[config.mk]
export PLATFORM = sky130hd
export DESIGN_NAME = tmr_scrub_ctrl
export DESIGN_NICKNAME = d
export VERILOG_FILES = /design/src/rtl/tmr_pkg.sv /design/src/rtl/tmr_scrub_ctrl_voter.sv /design/src/rtl/tmr_scrub_ctrl.sv
export SDC_FILE = /design/constraint.sdc
export NUM_CORES = 2
export LEC_CHECK = 0
export BUFFER_PORTS_ARGS = -buffer_cell sky130_fd_sc_hd__buf_2
export CORE_UTILIZATION = 54
export CTS_CLUSTER_SIZE = 25
export DETAILED_ROUTE_END_ITERATION = 6
export GPL_TIMING_DRIVEN = 0
export MAX_ROUTING_LAYER = met4
export PLACE_DENSITY = 0.79
export SLEW_MARGIN = 20
export SYNTH_ARGS = -nofsm -noshare
export SYNTH_HDL_FRONTEND = slang
export SYNTH_HIERARCHICAL = 1
export SYNTH_SLANG_ARGS = --single-unit
[constraint.sdc]
create_clock -name clk -period 3.3 [get_ports clk]
set_input_delay 0 -clock clk [delete_from_list [all_inputs] [get_ports clk]]
set_output_delay 0 -clock clk [all_outputs]
set_load 0.05 [all_outputs]
[src/rtl/tmr_pkg.sv]
// Shared types and constants for the triple-redundant record holding stage.
// Record geometry, controller state encoding and a 12-bit popcount helper.
package tmr_pkg;

  localparam int TMR_WORDS  = 12;
  localparam int TMR_WORD_W = 16;
  localparam int TMR_REC_W  = TMR_WORDS * TMR_WORD_W;

  typedef enum logic [1:0] {
    ST_EMPTY,
    ST_FULL,
    ST_SCRUB
  } tmr_state_e;

  function automatic logic [3:0] popcount12(input logic [TMR_WORDS-1:0] v);
    logic [3:0] cnt;
    cnt = '0;
    for (int i = 0; i < TMR_WORDS; i++) begin
      cnt = cnt + {3'b000, v[i]};
    end
    return cnt;
  endfunction

endpackage

[src/rtl/tmr_scrub_ctrl_voter.sv]
// Combinational word-wise 2-of-3 majority voter over three 192-bit copies.
// A word whose three copies all differ is flagged and passes copy_a through.
module TMR_Voter
  import tmr_pkg::*;
(
  input  logic [TMR_REC_W-1:0] copy_a,
  input  logic [TMR_REC_W-1:0] copy_b,
  input  logic [TMR_REC_W-1:0] copy_c,
  output logic [TMR_REC_W-1:0] voted,
  output logic [TMR_WORDS-1:0] err_flags
);

  always_comb begin
    voted     = '0;
    err_flags = '0;
    for (int i = 0; i < TMR_WORDS; i++) begin
      logic [TMR_WORD_W-1:0] wa, wb, wc;
      wa = copy_a[i*TMR_WORD_W +: TMR_WORD_W];
      wb = copy_b[i*TMR_WORD_W +: TMR_WORD_W];
      wc = copy_c[i*TMR_WORD_W +: TMR_WORD_W];
      if ((wa == wb) || (wa == wc)) begin
        voted[i*TMR_WORD_W +: TMR_WORD_W] = wa;
      end else if (wb == wc) begin
        voted[i*TMR_WORD_W +: TMR_WORD_W] = wb;
      end else begin
        voted[i*TMR_WORD_W +: TMR_WORD_W] = wa;
        err_flags[i] = 1'b1;
      end
    end
  end

endmodule

[src/rtl/tmr_scrub_ctrl.sv]
// Triple-redundant holding stage for one 192-bit record with periodic scrubbing.
// Optional fault-injection ports are enabled by defining TMR_FAULT_INJECT_EN.
//
// state    | meaning
// ST_EMPTY | no record held, accepting input
// ST_FULL  | record presented downstream, scrub timer running
// ST_SCRUB | one-cycle vote writeback into all three copies
module tmr_scrub_ctrl
  import tmr_pkg::*;
#(
  parameter int SCRUB_PERIOD = 1024,
  parameter int CNT_W        = 16
) (
  input  logic                 clk,
  input  logic                 rst_n,
  input  logic                 in_valid,
  output logic                 in_ready,
  input  logic [TMR_REC_W-1:0] in_data,
  output logic                 out_valid,
  input  logic                 out_ready,
  output logic [TMR_REC_W-1:0] out_data,
  output logic [CNT_W-1:0]     corr_cnt,
  output logic                 uncorr_sticky,
  output logic [TMR_WORDS-1:0] last_err_flags,
  input  logic                 clr_stat
`ifdef TMR_FAULT_INJECT_EN
  ,
  input  logic                 inj_valid,
  input  logic [1:0]           inj_copy,
  input  logic [TMR_REC_W-1:0] inj_mask
`endif
);

  localparam int TMR_W = (SCRUB_PERIOD > 2) ? $clog2(SCRUB_PERIOD) : 1;
  localparam logic [TMR_W-1:0] TIMER_TC = TMR_W'(SCRUB_PERIOD - 1);
  localparam int SUM_W = CNT_W + 4;
  localparam logic [SUM_W-1:0] CNT_MAX = SUM_W'({CNT_W{1'b1}});

  tmr_state_e state_q, state_d;
  logic [TMR_W-1:0]     timer_q;
  logic [TMR_REC_W-1:0] copy1_q, copy2_q, copy3_q;
  logic [TMR_REC_W-1:0] copy1_d, copy2_d, copy3_d;
  logic [TMR_REC_W-1:0] voted;
  logic [TMR_WORDS-1:0] err_flags;
  logic [TMR_REC_W-1:0] err_mask;
  logic [TMR_WORDS-1:0] mismatch;
  logic [TMR_WORDS-1:0] corrected;
  logic [SUM_W-1:0]     corr_sum;
  logic                 load, scrub_wb, timer_clr, timer_inc;
  logic                 handshake, vote_ev;

  TMR_Voter u_voter (
    .copy_a    (copy1_q),
    .copy_b    (copy2_q),
    .copy_c    (copy3_q),
    .voted     (voted),
    .err_flags (err_flags)
  );

  assign out_data = voted;

  always_ff @(posedge clk or negedge rst_n) begin
    if (!rst_n) state_q <= ST_EMPTY;
    else        state_q <= state_d;
  end

  always_comb begin
    state_d   = state_q;
    in_ready  = 1'b0;
    out_valid = 1'b0;
    load      = 1'b0;
    scrub_wb  = 1'b0;
    timer_clr = 1'b0;
    timer_inc = 1'b0;
    case (state_q)
      ST_EMPTY: begin
        in_ready = 1'b1;
        if (in_valid) begin
          load      = 1'b1;
          timer_clr = 1'b1;
          state_d   = ST_FULL;
        end
      end
      ST_FULL: begin
        out_valid = 1'b1;
        if (out_ready) begin
          state_d = ST_EMPTY;
        end else if (timer_q == TIMER_TC) begin
          state_d = ST_SCRUB;
        end else begin
          timer_inc = 1'b1;
        end
      end
      ST_SCRUB: begin
        out_valid = 1'b1;
        timer_clr = 1'b1;
        // A handshake in this cycle takes priority and the writeback is dropped.
        if (out_ready) begin
          state_d = ST_EMPTY;
        end else begin
          scrub_wb = 1'b1;
          state_d  = ST_FULL;
        end
      end
      default: state_d = ST_EMPTY;
    endcase
  end

  always_ff @(posedge clk or negedge rst_n) begin
    if (!rst_n)         timer_q <= '0;
    else if (timer_clr) timer_q <= '0;
    else if (timer_inc) timer_q <= timer_q + TMR_W'(1);
  end

  always_comb begin
    err_mask = '0;
    mismatch = '0;
    for (int i = 0; i < TMR_WORDS; i++) begin
      err_mask[i*TMR_WORD_W +: TMR_WORD_W] = {TMR_WORD_W{err_flags[i]}};
      mismatch[i] = !((copy1_q[i*TMR_WORD_W +: TMR_WORD_W] == copy2_q[i*TMR_WORD_W +: TMR_WORD_W]) &&
                      (copy2_q[i*TMR_WORD_W +: TMR_WORD_W] == copy3_q[i*TMR_WORD_W +: TMR_WORD_W]));
    end
  end

  // Uncorrectable words keep each copy's own contents during writeback.
  always_comb begin
    copy1_d = copy1_q;
    copy2_d = copy2_q;
    copy3_d = copy3_q;
    if (load) begin
      copy1_d = in_data;
      copy2_d = in_data;
      copy3_d = in_data;
    end else if (scrub_wb) begin
      copy1_d = (voted & ~err_mask) | (copy1_q & err_mask);
      copy2_d = (voted & ~err_mask) | (copy2_q & err_mask);
      copy3_d = (voted & ~err_mask) | (copy3_q & err_mask);
    end
`ifdef TMR_FAULT_INJECT_EN
    if (inj_valid && (state_q != ST_EMPTY)) begin
      case (inj_copy)
        2'd0:    copy1_d = copy1_d ^ inj_mask;
        2'd1:    copy2_d = copy2_d ^ inj_mask;
        2'd2:    copy3_d = copy3_d ^ inj_mask;
        default: ;
      endcase
    end
`endif
  end

  always_ff @(posedge clk or negedge rst_n) begin
    if (!rst_n) begin
      copy1_q <= '0;
      copy2_q <= '0;
      copy3_q <= '0;
    end else begin
      copy1_q <= copy1_d;
      copy2_q <= copy2_d;
      copy3_q <= copy3_d;
    end
  end

  assign handshake = out_valid & out_ready;
  assign vote_ev   = (state_q == ST_SCRUB) | handshake;
  assign corrected = mismatch & ~err_flags;
  assign corr_sum  = SUM_W'(corr_cnt) + SUM_W'(popcount12(corrected));

  always_ff @(posedge clk or negedge rst_n) begin
    if (!rst_n) begin
      corr_cnt       <= '0;
      uncorr_sticky  <= 1'b0;
      last_err_flags <= '0;
    end else if (clr_stat) begin
      corr_cnt       <= '0;
      uncorr_sticky  <= 1'b0;
      last_err_flags <= '0;
    end else if (vote_ev) begin
      corr_cnt       <= (corr_sum > CNT_MAX) ? CNT_W'(CNT_MAX) : CNT_W'(corr_sum);
      uncorr_sticky  <= uncorr_sticky | (|err_flags);
      last_err_flags <= err_flags;
    end
  end

endmodule

==> results by group <==
Run status
  – Status: complete, no violations

STA
  – Slew Limit Fails: 0
  – Final worst path period share: 91.0%
  – Slew HR: 19.7%
  – Final clock skew: 0.00920 ns
  – Post-route setup slack: 0.296 ns
  – Slew @ Worst Pin: 1.20 ns
  – Fmax: 333 MHz
  – RSZ-0062 raised after global routing: false
  – Setup Viol. Count Final: 0
  – Final min period: 3.00 ns
  – Final Hold Fails: 0

Finish
  – Non-Filler Instances: 3,278
  – Synth-to-layout area growth: 27.8%
  – Fraction of layout cells with a size suffix above 1: 27.0%
  – # nets final: 2,964

Routing
  – Starting DRT DRC Count: 982
  – DRC: 0
  – Pre-antenna DRT Iters: 5
  – WL final: 60,800 µm
  – Antenna viol nets, final: 0
  – DR WL/cell: 18.5 µm
  – Vias per cell: 5.39
  – DR vias: 17.7k

Clock network
  – Clock-pin transition on the worst setup and hold timing paths: 0.06 ns
  – CTS tree: built
  – Max Root-Sink Buffers: 3
  – H-tree depth: 1
  – Clk sinks: 233
  – Num CTS Buffers: 29
  – # resized after CTS: 0
  – Clock root buffer: clkbuf_16
  – Setup bufs post-CTS: 0
  – # hold bufs at CTS: 196
  – Clk Latency, worst-skew pair: 0.56 ns

Worst setup path
  – Data arrival, critical path: 3.00 ns
  – Critical path data required time: 3.30 ns
  – Crit start category: flip-flop
  – CP Cell Sequence: xor2_1, nor4_1, nand4_1, nand3_4, buf_6, mux2_4, buf_2
  – Largest incremental delay on the critical path: 0.51 ns
  – Worst r2r src: state_q[0]
  – CP endpoint kind: output port
  – Largest fanout on the critical path: 10
  – CP Class: reg2out
  – Max stage delay cell, worst path: dfrtp_1

Placed design
  – PortBufs: 418
  – Routability Congestion: 0.918
  – Placed insts: 3,029
  – Setup WS pre-CTS: 0.466 ns
  – Hpwl dp: 42,200 µm

Synthesis
  – Post-Synth XOR/XNOR Area: 24.7%
  – Post-synthesis cell type count: 53
  – Mux share of post-synthesis cell area: 22.0%
  – Cells after synthesis: 2,088
  – YS warnings: 6
  – Mapped Avg Cell Area: 9.98 µm²
  – #FFs+latches synth: 233
  – Ys async rst share: 100%
  – Compound-Gate Fraction of Synth Area: 6.40%
  – Largest family of logic cells by synthesized area: XOR/XNOR gates
  – Simple-gate share of the synthesized area: 14.7%
  – Post-synth EDFFs: 0
  – Main synth FF type: dfrtp_1
  – Synthesized-area fraction occupied by adder cells: 1.61%
  – Post-Syn Area: 20,800 µm²
  – Register area share after synthesis: 28.0%

Pwr
  – Power density over cell area: 1080 nW/µm²
  – VDD IR max: 944 µV
  – Leakage: 0.0122 µW

Die
  – Row count: 71
  – # IOs: 420
  – Initial Utilization: 55.1%
  – Die area: 39,400 µm²
  – Height of the die: 198 µm
  – Die W: 198 µm
  – Area of the core: 37,800 µm²

Global routing
  – Total track usage: 31.2%
  – Global-route wire length before repair: 94,600 µm
  – Vias in the first global route: 17.7k
  – Largest net degree at the start of global routing: 89
  – Initial antenna violation count: 4
  – GRT overflow: 0

Job
  – MaxCap Viol Count: 0

Min path
  – Tightest Hold Check Type: in2async
==> through the flow <==
step                setup TNS [ns]  power, µW  area, µm²  hold WS (ns)  util [%]
finish                           0      28800      26600        0.0525      70.4
global route                     0      30600      26600         0.113      70.4
CTS                              0      28500      26600        0.0573      70.3
detailed placement               0      24800      23700        0.0639      62.5
global placement           -486.91      24100      23600         0.199      62.4
floorplan                        0      21000      20900        -0.296         -
==> cells by family after synthesis <==
family,count (synthesis)
compound gates,242
xor+xnor,587
other cells,2
buf+inv,88
fa+ha+maj,22
mux,388
simple gates,526
flops,233
==> path summary, 6_finish.rpt <==
check	slack [ns]	depth (start not counted)	end
worst max-delay path	0.30	7	out_data[109]
worst min-delay path	0.05	2	asynchronous set/reset pin
worst max register to register	0.33	7	flip-flop
worst min register to register	0.52	2	uncorr_sticky
max in group asynchronous	2.32	3	asynchronous set/reset pin
min in group clk	0.18	4	flip-flop
==> cell type report <==
| class | count | area (µm²) |
|---|---|---|
| Antenna cell | 5 | 12.5 |
| Buffer | 80 | 520 |
| Clock buffer | 38 | 810 |
| Clock inverter | 10 | 180 |
| Fill cell | 2678 | 11200 |
| Inverter | 8 | 30.0 |
| Multi-Input combinational cell | 1777 | 14500 |
| Sequential cell | 233 | 5830 |
| Tap cell | 511 | 639 |
| Timing Repair Buffer | 616 | 4120 |
==> per-layer routing <==
| layer | GRT usage (%) | vias to the layer above | routed length (µm) |
|---|---|---|---|
| met5 | - | - | 0 |
| met4 | 14.2 | 0 | 2900 |
| met3 | 5.46 | 179 | 3540 |
| met2 | 53.0 | 594 | 29700 |
| met1 | 35.8 | 8234 | 24600 |
| li1 | - | 8666 | - |
==> report_power, final <==
| part | leakage [µW] | internal, µW | switching, µW |
|---|---|---|---|
| clock network | 0.000481 | 2090 | 1310 |
| logic | 0.00879 | 6940 | 10600 |
| registers | 0.00292 | 4050 | 3760 |
| total | 0.0122 | 13100 | 15700 |
==> cells in the final DEF (no fill, tap or decap), drive strengths merged, types with 2 or more instances in the layout <==
cell type / n
inv: 8
nand2: 237
nand2b: 3
dlygate4sd3: 196
nor4: 111
ha: 14
nor2: 49
a21oi: 19
a21o: 3
clkinvlp: 2
nor2b: 2
a211oi: 3
and3: 7
a311oi: 8
a31oi: 6
nor3: 11
buf: 459
nand3: 17
clkinv: 3
or2: 2
o21ai: 197
mux2: 192
clkbuf: 79
diode: 5
xnor2: 194
mux2i: 196
bufinv: 5
nand4: 78
xor2: 393
and2: 6
conb: 12
fa: 8
dfrtp: 233
==> cell usage after synthesis (all sizes together) (7+ instances only) <==
cell	number	area (µm²)
a21oi	19	98.9
a311oi	8	95.1
and3	7	43.8
buf	39	367
clkbuf	41	154
dfrtp	233	5830
fa	8	160
ha	14	175
inv	8	30.0
mux2	192	2610
mux2i	196	1960
nand2	237	890
nand3	17	235
nand4	78	503
nor2	49	338
nor3	11	70.1
nor4	111	875
o21ai	197	986
xnor2	194	1700
xor2	393	3440
==> worst max-delay path, delay by kind of cell (launching register included) <==
kind	cells	cell delay, ns
multiplexers	1	0.32
buffers and inverters	2	0.44
XOR/XNOR	1	0.22
AND/OR/NAND/NOR	3	0.94
flip-flops	1	0.51
(Power assumes the default switching activity.)
